===== config.mk =====
export PLATFORM = sky130hd
export DESIGN_NAME = rca_wb_sequencer
export DESIGN_NICKNAME = d
export VERILOG_FILES = /design/src/rtl/rca_wb_sequencer.sv
export SDC_FILE = /design/constraint.sdc
export NUM_CORES = 1
export LEC_CHECK = 0
export ABC_CLOCK_PERIOD_IN_PS = 10970
export CORE_UTILIZATION = 45
export CTS_CLUSTER_SIZE = 25
export DETAILED_ROUTE_END_ITERATION = 10
export DONT_BUFFER_PORTS = 1
export SYNTH_ARGS = -nofsm -noshare
export SYNTH_HDL_FRONTEND = slang
export SYNTH_SLANG_ARGS = --single-unit

===== constraint.sdc =====
create_clock -name clk -period 10.97 [get_ports clk]
set_clock_uncertainty 0.15 [all_clocks]
set_input_delay 1.097 -clock clk [delete_from_list [all_inputs] [get_ports clk]]
set_output_delay 1.097 -clock clk [all_outputs]
set_load 0.01 [all_outputs]

===== src/rtl/rca_wb_sequencer.sv =====
// RCA writeback sequencer: buffers RCA completions and serialises their results onto the single register-file write port.
// Optional feature: define RCA_WB_BYPASS_EN for a zero-latency first write when the FIFO is empty.

package rca_wb_pkg;
    typedef logic [3:0] id_t;
endpackage

module rca_wb_sequencer #(
    parameter int unsigned XLEN            = 32,
    parameter int unsigned NUM_WRITE_PORTS = 2,
    parameter int unsigned FIFO_DEPTH      = 4,
    parameter int unsigned ID_W            = $bits(rca_wb_pkg::id_t)
) (
    input  logic                                  clk,
    input  logic                                  rst,
    input  logic                                  wb_done,
    input  logic [ID_W-1:0]                       wb_id,
    input  logic [NUM_WRITE_PORTS-1:0][XLEN-1:0]  wb_rd,
    input  logic [NUM_WRITE_PORTS-1:0][4:0]       wb_dest_addr,
    input  logic [NUM_WRITE_PORTS-1:0]            wb_dest_valid,
    output logic                                  rf_we,
    output logic [4:0]                            rf_addr,
    output logic [XLEN-1:0]                       rf_data,
    input  logic                                  rf_ack,
    output logic                                  instr_done,
    output logic [ID_W-1:0]                       instr_done_id,
    output logic                                  wb_stall,
    output logic                                  overflow
);

    localparam int unsigned NP     = NUM_WRITE_PORTS;
    localparam int unsigned PTR_W  = $clog2(FIFO_DEPTH);
    localparam int unsigned CNT_W  = PTR_W + 1;
    localparam int unsigned PORT_W = (NP > 1) ? $clog2(NP) : 1;

    typedef enum logic {
        S_IDLE,
        S_DRAIN
    } state_t;

    state_t state_q, state_d;

    // FIFO storage; pending mask of the head entry is cleared in place as writes are acked
    logic [ID_W-1:0]          id_mem   [FIFO_DEPTH];
    logic [NP-1:0][XLEN-1:0]  rd_mem   [FIFO_DEPTH];
    logic [NP-1:0][4:0]       addr_mem [FIFO_DEPTH];
    logic [NP-1:0]            pend_mem [FIFO_DEPTH];

    logic [PTR_W-1:0] wr_ptr_q, rd_ptr_q;
    logic [CNT_W-1:0] count_q, count_d;

    logic                    full, push_req, push, pop, drop, ack_head, bypass_retire;
    logic [NP-1:0]           in_pend, push_pend;
    logic [NP-1:0]           head_pend, head_bit, head_rem;
    logic [PORT_W-1:0]       head_port;
    logic [NP-1:0][XLEN-1:0] head_rd;
    logic [NP-1:0][4:0]      head_addr;

    function automatic logic [PORT_W-1:0] lowest_port(input logic [NP-1:0] m);
        lowest_port = '0;
        for (int i = int'(NP) - 1; i >= 0; i--) begin
            if (m[i]) lowest_port = PORT_W'(i);
        end
    endfunction

    // Writes to x0 are never issued, so they never enter the pending mask
    always_comb begin
        in_pend = '0;
        for (int i = 0; i < int'(NP); i++) begin
            in_pend[i] = wb_dest_valid[i] && (wb_dest_addr[i] != 5'd0);
        end
    end

    assign full      = (count_q == CNT_W'(FIFO_DEPTH));
    assign head_pend = pend_mem[rd_ptr_q];
    assign head_rd   = rd_mem[rd_ptr_q];
    assign head_addr = addr_mem[rd_ptr_q];
    assign head_port = lowest_port(head_pend);
    assign head_bit  = NP'(1) << head_port;

`ifdef RCA_WB_BYPASS_EN
    logic [PORT_W-1:0] in_port;
    logic [NP-1:0]     in_bit;

    assign in_port = lowest_port(in_pend);
    assign in_bit  = NP'(1) << in_port;
`endif

    // Next-state, write-port and retire decode
    always_comb begin
        state_d       = state_q;
        count_d       = count_q;
        rf_we         = 1'b0;
        rf_addr       = 5'd0;
        rf_data       = '0;
        instr_done    = 1'b0;
        instr_done_id = '0;
        ack_head      = 1'b0;
        pop           = 1'b0;
        push_pend     = in_pend;
        bypass_retire = 1'b0;
        head_rem      = head_pend;

        case (state_q)
            S_IDLE: begin
`ifdef RCA_WB_BYPASS_EN
                if (wb_done) begin
                    if (in_pend != '0) begin
                        rf_we   = 1'b1;
                        rf_addr = wb_dest_addr[in_port];
                        rf_data = wb_rd[in_port];
                        if (rf_ack) push_pend = in_pend & ~in_bit;
                    end
                    if (push_pend == '0) begin
                        instr_done    = 1'b1;
                        instr_done_id = wb_id;
                        bypass_retire = 1'b1;
                    end
                end
`endif
            end
            S_DRAIN: begin
                if (head_pend != '0) begin
                    rf_we    = 1'b1;
                    rf_addr  = head_addr[head_port];
                    rf_data  = head_rd[head_port];
                    ack_head = rf_ack;
                end
                head_rem = ack_head ? (head_pend & ~head_bit) : head_pend;
                // Retire in the cycle the last write is accepted (or at once for an empty mask)
                if (head_rem == '0) begin
                    instr_done    = 1'b1;
                    instr_done_id = id_mem[rd_ptr_q];
                    pop           = 1'b1;
                end
            end
            default: ;
        endcase

        push_req = wb_done && !bypass_retire;
        push     = push_req && (!full || pop);
        drop     = push_req && full && !pop;

        case ({push, pop})
            2'b10:   count_d = count_q + CNT_W'(1);
            2'b01:   count_d = count_q - CNT_W'(1);
            default: count_d = count_q;
        endcase

        state_d = (count_d != '0) ? S_DRAIN : S_IDLE;

        // An in-flight entry discarded by reset never reports completion
        if (rst) begin
            instr_done    = 1'b0;
            instr_done_id = '0;
        end
    end

    // Control state
    always_ff @(posedge clk) begin
        if (rst) begin
            state_q  <= S_IDLE;
            wr_ptr_q <= '0;
            rd_ptr_q <= '0;
            count_q  <= '0;
            wb_stall <= 1'b0;
            overflow <= 1'b0;
        end else begin
            state_q  <= state_d;
            count_q  <= count_d;
            wb_stall <= (count_d >= CNT_W'(FIFO_DEPTH - 1));
            if (push) wr_ptr_q <= wr_ptr_q + PTR_W'(1);
            if (pop)  rd_ptr_q <= rd_ptr_q + PTR_W'(1);
            if (drop) overflow <= 1'b1;
        end
    end

    // Entry storage; a push into the slot being popped (full + pop) takes priority
    always_ff @(posedge clk) begin
        if (ack_head) pend_mem[rd_ptr_q] <= head_rem;
        if (push) begin
            id_mem[wr_ptr_q]   <= wb_id;
            rd_mem[wr_ptr_q]   <= wb_rd;
            addr_mem[wr_ptr_q] <= wb_dest_addr;
            pend_mem[wr_ptr_q] <= push_pend;
        end
    end

endmodule

==> impl_metrics.json, run 1 <==
{
  "status": "complete, no violations",
  "path_max_fanout": 124,
  "vdd_ir_drop_max_mv": 0.167,
  "synth_top_area_cell": "edfxtp_1",
  "rows": 62,
  "avgSynthCellArea_um2": 17.9,
  "timing.final.crit_period_ps": 5250,
  "finalHoldViolCount": 0,
  "clk_latency_ps": 510,
  "yosysWarnings": 0,
  "post-route-period-util_pct": 47.8,
  "vias": 6760,
  "pwr-share-clk_pct": 28.4,
  "p_int_mw": 2.65,
  "whs_ps": 363,
  "cts-buffers-inserted": 35,
  "grt.total_usage_pct": 18.5,
  "cts_tree": "done",
  "cts-htree-levels": 2,
  "synth_cells": 737,
  "rsz0062_at_grt": "no",
  "cp_data_required_time_ps": 9720,
  "place_hpwl_mm": 15.5,
  "pin_count": 129,
  "met1_length_mm": 10.7,
  "core_um2": 28800,
  "drt-pass1-iter-count": 7,
  "netlist_area_um2": 13200,
  "dp_slack_ps": 6230,
  "antenna_found_initial": 1,
  "synth_fp_nets": 831,
  "p_leak_nw": 4.65,
  "critical_path_arrival_ps": 4000,
  "grt_max_degree": 125,
  "final_net_count": 824,
  "synthTopCellsByArea": "edfxtp_1 (73%), mux4_2 (7.5%), a221o_1 (2.7%)",
  "hold_class": "reg2reg",
  "fp.dieH_um": 173,
  "die_w_um": 173,
  "drc": 0,
  "synthToLayoutAreaGrowth_pct": 10.5,
  "cts.sinks": 332,
  "fin_ws_ps": 5720,
  "clock.fmax_mhz": 191,
  "layout_common_cells": "edfxtp_1 (320), a21oi_1 (56), nand2_1 (44)",
  "r2r_setup_slack_ps": 6450,
  "routed.top_layer": "met4",
  "drt-total-wl_mm": 27.6,
  "p_per_area_nw_per_um2": 265,
  "wl_met2_mm": 13.8,
  "cts_root_buf": "clkbuf_16",
  "critPathKind": "reg2out",
  "worstHoldStart": "wr_ptr_q[1]",
  "synth_edf_count": 320,
  "postCtsSetupRepairBufs": 0,
  "final_common_cell": "edfxtp_1",
  "synth-seq-area-share_pct": 74.6,
  "drt-initial-drc-count": 497,
  "met3_length_mm": 2.40,
  "switching_share_pct": 31.4,
  "finalSetupTns_ps": 0,
  "clockBufferDepth": 3,
  "overflow": 0,
  "drv_cap": 0,
  "finalSetupViolations": 0,
  "power.net_switching_mw": 1.22,
  "grt_pass1_wl_mm": 41.8,
  "final_core_util_pct": 50.7,
  "critPathCaptureType": "output port",
  "synth_flop_cell": "edfxtp_1",
  "relSlewSlack_pct": 22.2,
  "initial_utilization_pct": 45.9,
  "async_reset_ff_share_pct": 0,
  "die_area_um2": 30000,
  "cp-start-kind": "register",
  "ctsResizeCount": 0,
  "worst_slew_pin_slew_ps": 1170,
  "slew_violations": 0,
  "layout-drive-gt1-share_pct": 14.6,
  "placed_cell_area_um2": 13500,
  "wl_per_cell_um": 24.3,
  "antenna_left": 0,
  "port_buffers": 0,
  "gp_congestion": 0.749,
  "avgViaCountPerCell": 5.95,
  "power_frac_comb_pct": 28.1,
  "ys_ff_latch": 332,
  "synth_top_area_share_pct": 72.7,
  "hold_buffers": 0,
  "clk_pin_slew_worst_paths_ps": 60,
  "finalInstanceArea_um2": 14600,
  "grt_pass1_vias": 7061,
  "power_frac_seq_pct": 43.5,
  "ys_types": 43
}
[routing by layer]
metal / GRT usage (%) / vias to the layer above
met2: 31.2 / 231
met4: 6.64 / 0
met3: 5.92 / 39
met1: 22.3 / 3491
met5: 0 / -
li1: - / 2999
[critical path: stages (launching register included)]
cell,delay [ps]
dfxtp_4,740
mux4_4,460
buf_4,860
nand2b_1,860
nand2_1,180
a21oi_1,320
[state kept, by name, indices dropped and copies added (netlist names), named ones only]
register	count
addr_mem	40
overflow	1
rd_mem	256
state_q	1
pend_mem	8
count_q	3
id_mem	16
wb_stall	1
wr_ptr_q	2
rd_ptr_q	2
[stage by stage]
stage                     instances  power (mW)
final                          1137        3.87
after floorplan                 737        2.55
after global routing           1137        4.05
after CTS                      1136        3.91
after global placement         1077        2.75
after detailed placement       1077        2.81
[cell families (layout without fill, tap and decap cells)]
kind of cell             count (synthesis)  count (layout)  share of synthesized area (%)
AO/OA/AOI/OAI                          156             156                           8.86
XOR/XNOR                                 2               2                          0.133
adder cells (fa/ha/maj)                 10              10                           1.00
buffers and inverters                   69              84                           2.39
flip-flops                             332             332                           74.6
multiplexers                            57              57                           8.51
other                                    0               1                              0
AND/OR/NAND/NOR                        111             111                           4.55
[worst paths after layout]
| path | endpoint | cells past startpoint |
|---|---|---|
| max | rf_data[20] | 5 |
| min | wr_ptr_q[1] | 2 |
| max reg2reg | pend_mem[2][0] | 7 |
| min reg2reg | wr_ptr_q[1] | 2 |
[area by class of cell]
type / count / area (um2)
repair buffers: 9 / 67.6
clock inverters: 14 / 129
multi-input cells: 336 / 3060
flip-flops and latches: 332 / 9850
well taps: 384 / 480
inverters: 16 / 68.8
diodes: 1 / 2.50
fillers: 2325 / 14200
clock buffers: 45 / 935
[power by group through the flow]
stage | Combinational (mW) | Clock, mW | Sequential [mW]
after detailed placement | 1.10 | 0 | 1.71
final | 1.09 | 1.10 | 1.68
after global placement | 1.05 | 0 | 1.70
after global routing | 1.18 | 1.17 | 1.70
after floorplan | 0.879 | 0 | 1.67
after CTS | 1.10 | 1.13 | 1.69
[synthesized netlist by cell type (all sizes together), types with 2 or more instances]
library cell / count
ha: 9
nor2: 10
inv: 15
o32ai: 4
a21o: 2
and3: 4
nor2b: 3
mux2: 3
a31o: 4
o21ai: 7
mux4: 44
edfxtp: 320
or4: 2
a221o: 36
mux2i: 10
a32o: 18
nand3b: 36
and2: 3
nand2: 44
xor2: 2
a21oi: 56
nand3: 6
a22oi: 19
buf: 27
a211oi: 4
clkbuf: 26
dfxtp: 12
Note: power is estimated with default switching activity, not from simulation.
==> inputs of run 2 (changes only) <==
--- a/config.mk
+++ b/config.mk
@@ -5,7 +5,7 @@
 export SDC_FILE = /design/constraint.sdc
 export NUM_CORES = 1
 export LEC_CHECK = 0
-export ABC_CLOCK_PERIOD_IN_PS = 10970
+export ABC_CLOCK_PERIOD_IN_PS = 4500
 export CORE_UTILIZATION = 45
 export CTS_CLUSTER_SIZE = 25
 export DETAILED_ROUTE_END_ITERATION = 10
==> constraint.sdc (replaced) <==
create_clock -name clk -period 4.5 [get_ports clk]
set_clock_uncertainty 0.15 [all_clocks]
set_input_delay 0.45 -clock clk [delete_from_list [all_inputs] [get_ports clk]]
set_output_delay 0.45 -clock clk [all_outputs]
set_load 0.01 [all_outputs]
==> run 2 against run 1 <==
Via count rose by 5.7%. Wire length rose by 2.9%. Final cell count rose by 8.5%. Total power rose by 150%. Sequential power rose by 140%. Flip-flop and latch count did not move. Largest power group unchanged. Sequential share of layout area fell by 4.3 points. Highest routed layer is now met5.
==> impl_metrics.json, run 2 (same netlist as run 1, synthesis figures left out) <==
{
  "core_um2": 28800,
  "critPathMostFrequentCell": "buf_4",
  "drt-total-wl_mm": 28.4,
  "overflow": 0,
  "initial_utilization_pct": 45.9,
  "antenna_left": 0,
  "critPathKind": "reg2out",
  "cpPeakStageDelay_ps": 560,
  "met1_length_mm": 11.4,
  "critPathCaptureType": "output port",
  "cpMaxStageDelayCell": "buf_4",
  "layout_common_cells": "edfxtp_1 (320), dlygate4sd3_1 (80), a21oi_1 (56)",
  "gp_congestion": 0.747,
  "finalHoldViolCount": 0,
  "rsz0062_at_grt": "no",
  "avgViaCountPerCell": 5.79,
  "die_w_um": 173,
  "die_area_um2": 30000,
  "cts_tree": "done",
  "wl_per_cell_um": 23.0,
  "grt_pass1_wl_mm": 44.1,
  "p_leak_nw": 5.08,
  "fp.dieH_um": 173,
  "port_buffers": 0,
  "met3_length_mm": 1.87,
  "finalSetupTns_ps": 0,
  "status": "complete, no violations",
  "crit_path_cell_trace": "buf_4 -> mux4_2 -> buf_4 -> nor2b_4 -> buf_4 -> a221o_1 -> a32o_1",
  "finalSetupViolations": 0,
  "grt.total_usage_pct": 19.3,
  "drt-pass1-iter-count": 4,
  "grt_max_degree": 65,
  "cts.sinks": 332,
  "path_max_fanout": 48,
  "hold_class": "in2reg",
  "timing.final.crit_period_ps": 4090,
  "antenna_found_initial": 3,
  "wl_met2_mm": 14.5,
  "cts_root_buf": "clkbuf_16",
  "synthToLayoutAreaGrowth_pct": 17.9,
  "clk_pin_slew_worst_paths_ps": 60,
  "drt-initial-drc-count": 586,
  "dp_slack_ps": 837,
  "relSlewSlack_pct": 25.5,
  "clock.fmax_mhz": 245,
  "drv_cap": 0,
  "regMostFlops": "rd_mem",
  "p_per_area_nw_per_um2": 618,
  "fin_ws_ps": 411,
  "vias": 7146,
  "routed.top_layer": "met5",
  "cp_data_required_time_ps": 3900,
  "cts-buffers-inserted": 36,
  "worst_slew_pin_slew_ps": 1110,
  "clk_latency_ps": 510,
  "vdd_ir_drop_max_mv": 0.384,
  "largest_reg_flops": 256,
  "n_fill_cell": 2259,
  "grt_pass1_vias": 7663,
  "place_hpwl_mm": 16.1,
  "final_net_count": 917,
  "cp-start-kind": "register",
  "layout-drive-gt1-share_pct": 14.8,
  "post-route-period-util_pct": 90.9,
  "postCtsSetupRepairBufs": 0,
  "final_common_cell": "edfxtp_1",
  "pin_count": 129,
  "critical_path_arrival_ps": 3490,
  "slew_violations": 0,
  "clockBufferDepth": 3,
  "cts-htree-levels": 2,
  "rows": 62,
  "drc": 0,
  "largestRegisters": "rd_mem x256, addr_mem x40, id_mem x16"
}
run 2: final timing paths:
kind	endpoint	slack, ps	cells past startpoint	from
setup reg to reg	wb_stall	860	12	register
setup / recovery	rf_addr[4]	410	7	register
hold / removal	wr_ptr_q[0]	40	2	rst
hold reg to reg	wr_ptr_q[1]	360	2	wr_ptr_q[1]
run 2: per-layer routing:
layer | vias up | GRT usage [%]
met5 | - | 0
met4 | 4 | 5.68
met3 | 51 | 4.78
met2 | 215 | 33.3
met1 | 3676 | 23.9
li1 | 3200 | -
run 2: metrics by stage:
step	total power [mW]	instances	instance area, um2	utilization, %	hold WS, ps
2_1_floorplan	6.22	737	13200	-	318
3_3_place_gp	6.80	1089	13700	47.5	336
3_5_place_dp	6.93	1089	13700	47.5	355
4_1_cts	9.73	1231	15600	54.1	21.0
5_1_grt	10.1	1233	15600	54.1	28.4
6_report	9.63	1234	15600	54.1	41.3
run 2: report_power, final:
part | internal (mW) | switching [mW] | total, mW
Clock | 1.61 | 1.11 | 2.72
Combinational | 1.09 | 1.78 | 2.87
Sequential | 3.91 | 0.132 | 4.04
Total | 6.61 | 3.02 | 9.63
run 2: timing repair:
item | 4_1_cts | 5_1_grt
setup endpoints to repair | 0 | 0
hold buffers | 80 | 0
endpoints found under the hold margin | 318 | 0
gates resized for setup | 0 | 0
run 2: cell type report:
| cell class | count | area, um2 | share of cell area, % |
|---|---|---|---|
| Sequential cell | 332 | 9850 | 63.3 |
| Multi-Input combinational cell | 336 | 3060 | 19.6 |
| Timing Repair Buffer | 101 | 1010 | 6.47 |
| Clock buffer | 46 | 991 | 6.36 |
| Tap cell | 384 | 480 | 3.08 |
| Clock inverter | 16 | 109 | 0.699 |
| Inverter | 16 | 68.8 | 0.442 |
| Antenna cell | 3 | 7.51 | 0.0482 |
run 2: worst max-delay path, delay by kind of cell, from the launching register on:
family                 cells  cell delay (ps)
flip-flops                 1              330
buffers and inverters      3             1460
multiplexers               1              380
AO/OA/AOI/OAI              2              550
AND/OR/NAND/NOR            1              250
